File: config.mk
export PLATFORM = sky130hd
export DESIGN_NAME = sprite_ram_arbiter
export DESIGN_NICKNAME = d
export VERILOG_FILES = /design/src/rtl/sprite_ram_arbiter.sv
export SDC_FILE = /design/constraint.sdc
export NUM_CORES = 1
export LEC_CHECK = 0
export BUFFER_PORTS_ARGS = -buffer_cell sky130_fd_sc_hd__buf_2
export CAP_MARGIN = 20
export CORE_AREA = 4 4 88 90
export CTS_CLUSTER_DIAMETER = 150
export DETAILED_ROUTE_END_ITERATION = 8
export DIE_AREA = 0 0 92 94
export GPL_TIMING_DRIVEN = 1
export PLACE_DENSITY_LB_ADDON = 0.1
export SYNTH_ARGS = -nofsm -noshare
export SYNTH_HDL_FRONTEND = slang
export SYNTH_SLANG_ARGS = --single-unit
File: constraint.sdc
create_clock -name Clk -period 4.1 [get_ports Clk]
set_input_delay 1.025 -clock Clk [delete_from_list [all_inputs] [get_ports Clk]]
set_output_delay 1.025 -clock Clk [all_outputs]
set_load 0.01 [all_outputs]
File: src/rtl/sprite_ram_arbiter.sv
// Round-robin arbiter that shares the read port of a sprite frame RAM among
// NUM_REQ pixel-pipeline requesters. It also forwards one loader write stream
// to the RAM write port and masks reads that hit the address being written.
//
// Handshake: a requester holds req[i] (with a stable req_addr lane) until it
// sees gnt[i]=1 in the same cycle; gnt[i] is the acknowledge, and the request
// may be dropped or a new address presented on the following cycle. Read data
// returns exactly RAM_LAT cycles after the grant as a one-cycle rd_valid[i]
// pulse with rd_data. Writes are accepted unconditionally (wr_ack = wr_req).
module sprite_ram_arbiter #(
  parameter int NUM_REQ = 4,
  parameter int ADDR_W  = 19,
  parameter int DATA_W  = 5,
  parameter int RAM_LAT = 1
) (
  input  logic                      Clk,
  input  logic                      Reset_n,
  input  logic [NUM_REQ-1:0]        req,
  input  logic [NUM_REQ*ADDR_W-1:0] req_addr,
  output logic [NUM_REQ-1:0]        gnt,
  output logic [NUM_REQ-1:0]        rd_valid,
  output logic [DATA_W-1:0]         rd_data,
  input  logic                      wr_req,
  input  logic [ADDR_W-1:0]         wr_addr,
  input  logic [DATA_W-1:0]         wr_data,
  output logic                      wr_ack,
  output logic [ADDR_W-1:0]         ram_read_address,
  output logic [ADDR_W-1:0]         ram_write_address,
  output logic [DATA_W-1:0]         ram_data_In,
  output logic                      ram_we,
  input  logic [DATA_W-1:0]         ram_data_Out
);

  localparam int IDX_W = (NUM_REQ > 1) ? $clog2(NUM_REQ) : 1;

  logic [IDX_W-1:0]   r_rr_ptr;
  logic [ADDR_W-1:0]  r_last_addr;
  logic [RAM_LAT-1:0] r_tag_v;
  logic [IDX_W-1:0]   r_tag_idx [RAM_LAT];

  logic [NUM_REQ-1:0] w_elig;
  logic               w_any;
  logic [IDX_W-1:0]   w_sel;
  logic [ADDR_W-1:0]  w_sel_addr;

  // A lane is eligible when requesting and not colliding with this cycle's write.
  always_comb begin
    w_elig = '0;
    for (int i = 0; i < NUM_REQ; i++) begin
      w_elig[i] = req[i] && !(wr_req && (req_addr[i*ADDR_W +: ADDR_W] == wr_addr));
    end
  end

  // Round-robin search starting one past the last granted lane.
  always_comb begin
    int               j;
    logic [IDX_W-1:0] w_j;
    j     = 0;
    w_j   = '0;
    w_any = 1'b0;
    w_sel = '0;
    for (int off = 1; off <= NUM_REQ; off++) begin
      j = int'(r_rr_ptr) + off;
      if (j >= NUM_REQ) j = j - NUM_REQ;
      w_j = IDX_W'(j);
      if (!w_any && w_elig[w_j]) begin
        w_any = 1'b1;
        w_sel = w_j;
      end
    end
    // Nothing is granted while reset is held.
    w_any      = w_any && Reset_n;
    w_sel_addr = req_addr[int'(w_sel)*ADDR_W +: ADDR_W];
  end

  // Grant, read address (held while idle) and write pass-through.
  always_comb begin
    gnt               = w_any ? (NUM_REQ'(1) << w_sel) : '0;
    ram_read_address  = w_any ? w_sel_addr : r_last_addr;
    ram_we            = wr_req && Reset_n;
    wr_ack            = wr_req && Reset_n;
    ram_write_address = wr_addr;
    ram_data_In       = wr_data;
  end

  // Pointer, idle address and the tag pipeline that tracks in-flight reads.
  always_ff @(posedge Clk) begin
    if (!Reset_n) begin
      r_rr_ptr    <= IDX_W'(NUM_REQ - 1);
      r_last_addr <= '0;
      r_tag_v     <= '0;
      for (int s = 0; s < RAM_LAT; s++) r_tag_idx[s] <= '0;
    end else begin
      if (w_any) begin
        r_rr_ptr    <= w_sel;
        r_last_addr <= w_sel_addr;
      end
      r_tag_v[0]   <= w_any;
      r_tag_idx[0] <= w_sel;
      for (int s = 1; s < RAM_LAT; s++) begin
        r_tag_v[s]   <= r_tag_v[s-1];
        r_tag_idx[s] <= r_tag_idx[s-1];
      end
    end
  end

  // Return path: gating with Reset_n drops a tag that is due while reset is low.
  always_comb begin
    rd_valid = (Reset_n && r_tag_v[RAM_LAT-1]) ? (NUM_REQ'(1) << r_tag_idx[RAM_LAT-1]) : '0;
    rd_data  = ram_data_Out;
  end

endmodule

==> results of run 1 <==
## stage by stage
stage / TNS [ns] / cells / utilization (%)
floorplan: 0 / 378 / -
global placement: -12.41 / 681 / 62.1
detailed placement: -11.81 / 681 / 62.1
CTS: -7.42 / 707 / 76.2
global route: -9.95 / 715 / 81.4
finish: -8.10 / 715 / 81.4
## routing by layer
metal | GRT usage (%) | routed length (um)
met1 | 38.3 | 5760
met2 | 54.0 | 7450
met3 | 4.65 | 944
met4 | 13.1 | 537
met5 | 0 | 0
## cells in the final DEF, fill, tap and decap left out, types with 2 or more instances in the layout
cell type and count:
xor2_1 17, xor2_4 4, buf_8 4, buf_4 120, nor2_1 7, buf_2 132
nor4_2 5, nand2_1 41, and3_4 2, nor3_2 2, xnor2_2 4, nand3_1 2
clkbuf_8 4, xor2_2 9, o31ai_1 31, nand4_1 13, dfxtp_1 24, nor3_1 4
o31ai_2 7, and2_1 38, inv_1 5, xnor2_1 42, o211ai_1 2, nand3_4 2
a221oi_4 27, a221oi_2 10, buf_6 24, nor4_4 2, buf_12 5
## worst max-delay path, cell delays in order
cell and delay [ns]:
buf_4 0.14, buf_6 0.12, xor2_2 0.18, nor4_2 0.21, nand4_1 0.17, o21a_1 0.25
o211ai_2 0.21, buf_6 0.15, nand3_2 0.25, a221oi_4 0.42, o31ai_1 0.13, buf_4 0.16
buf_2 0.14
## report_power, final
group          internal, mW  total, mW  switching [mW]  leakage (nW)
Combinational         0.496       1.01           0.509          2.24
Clock                0.0864      0.182          0.0959        0.0288
Sequential            0.266      0.285          0.0194         0.200
## worst paths after layout
path / startpoint / end / slack [ns] / cells past startpoint
min: r_last_addr[9] / r_last_addr[9] / 0.46 / 2
min reg2reg: r_last_addr[9] / r_last_addr[9] / 0.46 / 2
max: wr_addr[17] / ram_read_address[18] / -0.50 / 13
max reg2reg: r_rr_ptr[1] / r_last_addr[6] / 1.63 / 10
## cell type report
type	count	share of cell area [%]
Multi-Input combinational cell	296	52.9
Timing Repair Buffer	286	35.1
Sequential cell	24	8.36
Tap cell	99	2.16
Clock buffer	4	0.958
Inverter	6	0.436
## cell families after synthesis
group	count (synthesis)	share of synthesized area [%]
AOI/OAI and AO/OA	92	24.8
DFF	24	15.5
xor gates and xnor gates	76	21.5
and+or+nand+nor	125	22.3
buffers and inverters	61	15.8
## repair_timing
action                     CTS  global route
pin swaps                   48            29
setup buffers               18             8
cloned                       4             0
gates resized for setup    115            57
setup endpoints to repair   23            23
## sequential cells by signal (all words and copies together) (netlist names)
signal	flops
r_tag_v	1
r_last_addr	19
r_rr_ptr	2
r_tag_idx	2
==> results.json, run 1 <==
{
  "status": "finished, violations left",
  "violations": "setup timing",
  "place_ws_ns": -0.589,
  "fin_total_pwr_mw": 1.47,
  "yosysSeqAreaShare_pct": 15.5,
  "hpwl_um": 9720,
  "cts-htree-levels": 1,
  "cp-start-kind": "input port",
  "antenna_found_initial": 0,
  "track_usage_pct": 31.1,
  "postSynthCellCount": 378,
  "cts_sinks": 24,
  "clock_latency_ns": 0.29,
  "hold_class": "reg2reg",
  "io_pins": 170,
  "grt_pass1_vias": 4042,
  "seq_area_sq_um": 480,
  "arrival_ns": 3.57,
  "final_nets": 729,
  "slew_violations": 0,
  "vias": 4060,
  "rsz0062_at_grt": "true",
  "yosys_register_bits": 24,
  "yosys.cell_count.top_type": "xnor2_1",
  "n_antenna_cell": 0,
  "drtIter0Drc": 248,
  "syn_nets": 490,
  "ir_drop_uv": 145,
  "gr-total-overflow": 0,
  "clk_pin_slew_ns": 0.11,
  "synth_cell_types": 45,
  "drcViolationCount": 0,
  "setup_slack_ns": -0.498,
  "cts_root_buf": "clkbuf_8",
  "critPathCaptureType": "output port",
  "ctsHoldBuffers": 0,
  "place.gp.congestion": 0.911,
  "wl_um": 14700,
  "cp_max_fo": 6,
  "setup_viol": 23,
  "ys_warn_count": 0,
  "synth_edf_count": 0,
  "max-slew-margin-rel_pct": 74.9,
  "whs_ns": 0.460,
  "synth_top_area_share_pct": 15.5,
  "fillerInstances": 460,
  "row_count": 31,
  "worstMarginPinSlew_ns": 0.377,
  "dieHeight_um": 94,
  "grt_max_degree": 28,
  "synth_top_area_cell": "dfxtp_1",
  "yosys-top-cells-count": "xnor2_1, nand2_1, and2_1, o31ai_1, buf_4",
  "async_flop_share_pct": 0,
  "multi_input_area_sq_um": 3040,
  "grt_first_pass_wirelength_um": 21000,
  "hold_viol": 0,
  "power_density_nw_per_um2": 256,
  "port_buffers": 149,
  "total_leakage_power_nw": 2.47,
  "clk_path_buf_depth": 2,
  "clock_skew_ns": 0.00618,
  "synth-main-ff-cell": "dfxtp_1",
  "die_area_sq_um": 8650,
  "synth_area_sq_um": 3100,
  "finalCriticalPeriod_ns": 4.60,
  "die_w_um": 92,
  "coreArea_sq_um": 7060,
  "finalCritPeriodShare_pct": 112,
  "crit_type": "in2out",
  "cap_violations": 0,
  "place_area_sq_um": 4390,
  "fin_area_sq_um": 5750,
  "routedWlPerCell_um": 20.5,
  "initial_core_util_pct": 43.8,
  "drive_above_1_share_pct": 62.2,
  "netlist_top_cells_area": "dfxtp_1, xnor2_1, a221oi_1",
  "numCtsBuffers": 3,
  "required_ns": 3.07,
  "first_pass_iters": 5,
  "fmax_ghz": 0.217,
  "area_growth_pct": 85.6,
  "antenna_left": 0,
  "cts_tree": "built",
  "post_drt_via_cell_ratio": 5.68,
  "syn_avg_cell_area_sq_um": 8.19
}
(Power assumes the default switching activity.)
==> inputs of run 2 (changes only) <==
--- a/config.mk
+++ b/config.mk
@@ -7,10 +7,10 @@
 export LEC_CHECK = 0
 export BUFFER_PORTS_ARGS = -buffer_cell sky130_fd_sc_hd__buf_2
 export CAP_MARGIN = 20
-export CORE_AREA = 4 4 88 90
+export CORE_AREA = 4 4 93 95
 export CTS_CLUSTER_DIAMETER = 150
 export DETAILED_ROUTE_END_ITERATION = 8
-export DIE_AREA = 0 0 92 94
+export DIE_AREA = 0 0 97 99
 export GPL_TIMING_DRIVEN = 1
 export PLACE_DENSITY_LB_ADDON = 0.1
 export SYNTH_ARGS = -nofsm -noshare
==> run 2 against run 1 <==
Non-clock buffer count down 4; combinational power about the same; core utilization down 5.1 points; cell count down 0.28%; fmax up 1.3%; clock power down 17%; clock skew up 0.0054 ns; final area up 2.6%; critical path depth unchanged; register-to-register slack better by 0.21 ns; the flow still finishes with violations (setup timing).
==> results.json, run 2 (synthesis results as in run 1) <==
{
  "status": "finished, violations left",
  "violations": "setup timing",
  "die_area_sq_um": 9600,
  "clk_path_buf_depth": 2,
  "hpwl_um": 9900,
  "setup_viol": 23,
  "n_antenna_cell": 0,
  "hold_viol": 0,
  "grt_pass1_vias": 3914,
  "slowest_delay_ns": 0.34,
  "cp-start-kind": "input port",
  "track_usage_pct": 26.4,
  "met3_usage_pct": 2.41,
  "row_count": 32,
  "path_cells": "buf_8 > buf_6 > xnor2_2 > nand4_1 > nor3_2 > a21boi_2 > and2b_2 > a211oi_4 > buf_6 > buf_6 > a221oi_4 > o31ai_1 > buf_2",
  "gr-total-overflow": 0,
  "critPathBufInv": 5,
  "max_flop_register": "r_last_addr",
  "finalCritPeriodShare_pct": 111,
  "seq_area_sq_um": 480,
  "critPathCaptureType": "output port",
  "vias": 3967,
  "drcViolationCount": 0,
  "fin_area_sq_um": 5890,
  "antenna_found_initial": 0,
  "cts_sinks": 24,
  "critical-path-top-delay-family": "simple AND/OR/NAND/NOR gates",
  "fillerInstances": 507,
  "place_area_sq_um": 4370,
  "io_pins": 170,
  "numCtsBuffers": 3,
  "coreArea_sq_um": 7730,
  "finalCriticalPeriod_ns": 4.54,
  "met2_usage_pct": 46.2,
  "dieHeight_um": 99,
  "cts-htree-levels": 1,
  "initial_core_util_pct": 40.1,
  "final_nets": 725,
  "antenna_left": 0,
  "max-slew-margin-rel_pct": 65.2,
  "cts_root_buf": "clkbuf_8",
  "multi_input_area_sq_um": 3140,
  "port_buffers": 149,
  "routedWlPerCell_um": 19.8,
  "grt_use_met1_pct": 35.2,
  "crit_type": "in2out",
  "arrival_ns": 3.51,
  "required_ns": 3.07,
  "area_growth_pct": 90.4,
  "clk_pin_slew_ns": 0.09,
  "cts_tree": "built",
  "drive_above_1_share_pct": 63.5,
  "first_pass_iters": 4,
  "place.gp.congestion": 0.954,
  "rsz0062_at_grt": "true",
  "total_leakage_power_nw": 2.53,
  "cp_max_fo": 8,
  "cp_slowest_cell": "nor3_2",
  "slew_violations": 0,
  "grt_max_degree": 20,
  "drtIter0Drc": 202,
  "worstMarginPinSlew_ns": 0.520,
  "clock_skew_ns": 0.0116,
  "wl_um": 14100,
  "hold_class": "reg2reg",
  "final_cell_mix": "buf_2, buf_4, nand2_1",
  "post_drt_via_cell_ratio": 5.56,
  "final_common_cell": "buf_2",
  "cap_violations": 0,
  "clock_latency_ns": 0.27,
  "setup_slack_ns": -0.438,
  "die_w_um": 97,
  "fmax_ghz": 0.220,
  "grt_first_pass_wirelength_um": 20800,
  "ir_drop_uv": 132,
  "largest_register_ffs": 19,
  "cp_common_cell": "buf_6",
  "reg_top3": "r_last_addr x19, r_rr_ptr x2, r_tag_idx x2",
  "grt-busiest-layer": "met2",
  "fin_total_pwr_mw": 1.48,
  "power_density_nw_per_um2": 251
}
==> run 2: cell count changes in the layout (fill, tap and decap cells not counted), sizes merged <==
cell,delta
buf,-7
clkbuf,+2
==> run 2: layout make-up <==
| class | count | area share, % |
|---|---|---|
| Multi-Input combinational cell | 296 | 53.3 |
| Tap cell | 102 | 2.17 |
| Clock buffer | 3 | 0.700 |
| Sequential cell | 24 | 8.15 |
| Inverter | 6 | 0.467 |
| Timing Repair Buffer | 282 | 35.2 |
==> run 2: final timing paths <==
path,startpoint,endpoint,slack (ns),cells past startpoint
max,wr_addr[0],ram_read_address[8],-0.44,13
min,r_last_addr[13],r_last_addr[13],0.46,2
min reg2reg,r_last_addr[13],r_last_addr[13],0.46,2
max reg2reg,r_rr_ptr[1],r_last_addr[12],1.84,10
==> run 2: stage by stage <==
step                hold slack, ns  utilization [%]  cells  worst slack (ns)  TNS, ns
finish                       0.458             76.3    713            -0.438    -8.54
global route                 0.475             76.3    713            -0.559   -10.25
CTS                          0.460             68.6    700            -0.355    -7.13
detailed placement           0.440             56.5    678            -0.717   -12.82
global placement             0.434             56.5    678            -0.680   -12.56
floorplan                    0.424                -    378             0.108        0
==> run 2: worst reg2reg max path: stages, from the launching register on <==
cell and delay, ns:
dfxtp_1 0.45, nand2_1 0.10, a21oi_2 0.21, o32a_4 0.28, nand3_4 0.21, buf_12 0.24
a221oi_4 0.30, buf_4 0.15, buf_4 0.09, buf_4 0.09, o31ai_1 0.05
==> run 2: repair_timing <==
item,in CTS,in global routing
gates resized for setup,117,69
cloned,4,2
setup buffers,18,12
hold buffers,0,0
endpoints found under the setup margin,23,23
pin swaps,26,61
==> run 2: per-layer routing <==
metal / routed length, um / vias up
li1: - / 1831
met1: 5820 / 1941
met2: 7080 / 165
met3: 878 / 30
met4: 344 / 0
met5: 0 / -
==> run 2: report_power, final <==
group / switching (mW) / internal [mW] / total [mW]
registers: 0.0200 / 0.266 / 0.286
logic: 0.516 / 0.529 / 1.04
clock network: 0.0855 / 0.0659 / 0.151
total: 0.622 / 0.860 / 1.48
==> inputs of run 3 (changes only) <==
--- a/config.mk
+++ b/config.mk
@@ -13,6 +13,7 @@
 export DIE_AREA = 0 0 97 99
 export GPL_TIMING_DRIVEN = 1
 export PLACE_DENSITY_LB_ADDON = 0.1
+export RECOVER_POWER = 25
 export SYNTH_ARGS = -nofsm -noshare
 export SYNTH_HDL_FRONTEND = slang
 export SYNTH_SLANG_ARGS = --single-unit
==> run 3 against run 2 <==
The flow still finishes with violations (setup timing); cell count is the same; worst setup slack lost 0.015 ns; power is essentially flat; die area is the same; worst hold slack lost 0.0011 ns; critical endpoint unchanged; largest power group unchanged.
==> results.json, run 3 (synthesis results as in run 1) <==
{
  "status": "finished, violations left",
  "violations": "setup timing",
  "cp-endpoint": "ram_read_address[8]",
  "ctsHoldBuffers": 0,
  "largest_register_ffs": 19,
  "total_leakage_power_nw": 2.51,
  "cp-start-kind": "input port",
  "cp_slowest_cell": "nor3_2",
  "n_antenna_cell": 0,
  "finalCriticalPeriod_ns": 4.55,
  "cp_max_fo": 8,
  "cts_sinks": 24,
  "final_cell_mix": "buf_2, buf_4, nand2_1",
  "grt_first_pass_wirelength_um": 20800,
  "fin_tns_setup_ns": -8.80,
  "die_w_um": 97,
  "clk_path_buf_depth": 2,
  "cts_root_buf": "clkbuf_8",
  "routedWlPerCell_um": 19.8,
  "crit_path_start": "wr_addr[0]",
  "io_pins": 170,
  "setup_slack_ns": -0.454,
  "timing.rr.end": "r_last_addr[12]",
  "initial_core_util_pct": 40.1,
  "rrSetupSlack_ns": 1.86,
  "vias": 3976,
  "antenna_found_initial": 0,
  "post_drt_via_cell_ratio": 5.58,
  "reg_top3": "r_last_addr x19, r_rr_ptr x2, r_tag_idx x2",
  "crit_type": "in2out",
  "required_ns": 3.07,
  "wl_um": 14100,
  "row_count": 32,
  "ir_drop_uv": 132,
  "clock_skew_ns": 0.0103,
  "rsz0062_at_grt": "true",
  "finalCritPeriodShare_pct": 111,
  "antenna_left": 0,
  "whs_ns": 0.457,
  "slowest_delay_ns": 0.34,
  "critPathCaptureType": "output port",
  "power_density_nw_per_um2": 252,
  "clk_pin_slew_ns": 0.09,
  "slew_violations": 0,
  "fmax_ghz": 0.220,
  "max_flop_register": "r_last_addr",
  "dieHeight_um": 99,
  "cp.depth": 13,
  "area_growth_pct": 90.3,
  "drcViolationCount": 0,
  "numCtsBuffers": 3,
  "r2r_cells": 10,
  "post-route-util_pct": 76.2,
  "setup_viol": 23,
  "drive_above_1_share_pct": 62.8,
  "cp_common_cell": "buf_6",
  "track_usage_pct": 26.4,
  "fillerInstances": 511,
  "cap_violations": 0,
  "coreArea_sq_um": 7730,
  "first_pass_iters": 5,
  "clock_latency_ns": 0.27,
  "cts_tree": "built",
  "worstMarginPinSlew_ns": 0.559,
  "hold_viol": 0,
  "critPathBufInv": 5,
  "port_buffers": 149,
  "grt_pass1_vias": 3914,
  "hpwl_um": 9900,
  "gr-total-overflow": 0,
  "path_cells": "buf_8 > buf_6 > xnor2_2 > nand4_1 > nor3_2 > a21boi_2 > and2b_2 > a211oi_4 > buf_6 > buf_6 > a221oi_4 > o31ai_1 > buf_2",
  "grt_max_degree": 20,
  "arrival_ns": 3.53,
  "max-slew-margin-rel_pct": 62.6,
  "timing.rr.start": "r_rr_ptr[1]",
  "drtIter0Drc": 199,
  "cts-htree-levels": 1,
  "final_nets": 725,
  "critical-path-top-delay-family": "simple AND/OR/NAND/NOR gates",
  "hold_class": "reg2reg",
  "die_area_sq_um": 9600,
  "final_common_cell": "buf_2",
  "place.gp.congestion": 0.954
}
==> run 3: area by class of cell <==
type | instances | area, sq um | share of cell area (%)
Clock buffer | 3 | 41.3 | 0.701
Inverter | 6 | 27.5 | 0.467
Multi-Input combinational cell | 296 | 3140 | 53.3
Sequential cell | 24 | 480 | 8.16
Tap cell | 102 | 128 | 2.17
Timing Repair Buffer | 282 | 2070 | 35.2
==> run 3: worst reg2reg max path, delay by kind of cell, from the launching register on <==
family	cells	cell delay [ns]
simple gates	2	0.31
compound gates	4	0.82
flops	1	0.45
buf+inv	4	0.56
==> run 3: power breakdown <==
| group | internal, mW | switching (mW) |
|---|---|---|
| logic | 0.528 | 0.517 |
| clock network | 0.0659 | 0.0851 |
| registers | 0.266 | 0.0199 |
==> run 3: routing by layer <==
metal | global-route usage [%] | vias to the layer above | part of all wire, %
li1 | - | 1832 | -
met4 | 5.83 | 0 | 2.4
met2 | 46.2 | 176 | 50
met1 | 35.2 | 1934 | 42
met5 | 0 | - | 0
met3 | 2.41 | 34 | 6.0
==> run 3: worst min path at each step <==
stage / endpoint / cells after the start / from / slack, ns
after global routing: r_last_addr[13] / 2 / r_last_addr[13] / 0.47
final: r_last_addr[13] / 2 / r_last_addr[13] / 0.46
after floorplan: r_last_addr[10] / 2 / r_last_addr[10] / 0.42
after detailed placement: r_last_addr[16] / 2 / r_last_addr[16] / 0.44
after CTS: r_last_addr[16] / 2 / r_last_addr[16] / 0.46
after global placement: r_last_addr[4] / 2 / r_last_addr[4] / 0.43
==> run 3: what timing repair did <==
item / 4_1_cts / 5_1_grt
endpoints found under the hold margin: 0 / 0
resized for setup: 117 / 69
buffers inserted: 18 / 12
cloned: 4 / 2
pin swaps: 26 / 61
endpoints found under the setup margin: 23 / 23
==> run 3: through the flow <==
step / std cells / instance area (sq um) / power [mW] / worst slack [ns]
after floorplan: 378 / 3100 / 0.645 / 0.108
after global placement: 678 / 4370 / 0.965 / -0.680
after detailed placement: 678 / 4370 / 0.971 / -0.717
after CTS: 700 / 5300 / 1.33 / -0.355
after global routing: 713 / 5890 / 1.55 / -0.560
final: 713 / 5890 / 1.48 / -0.454
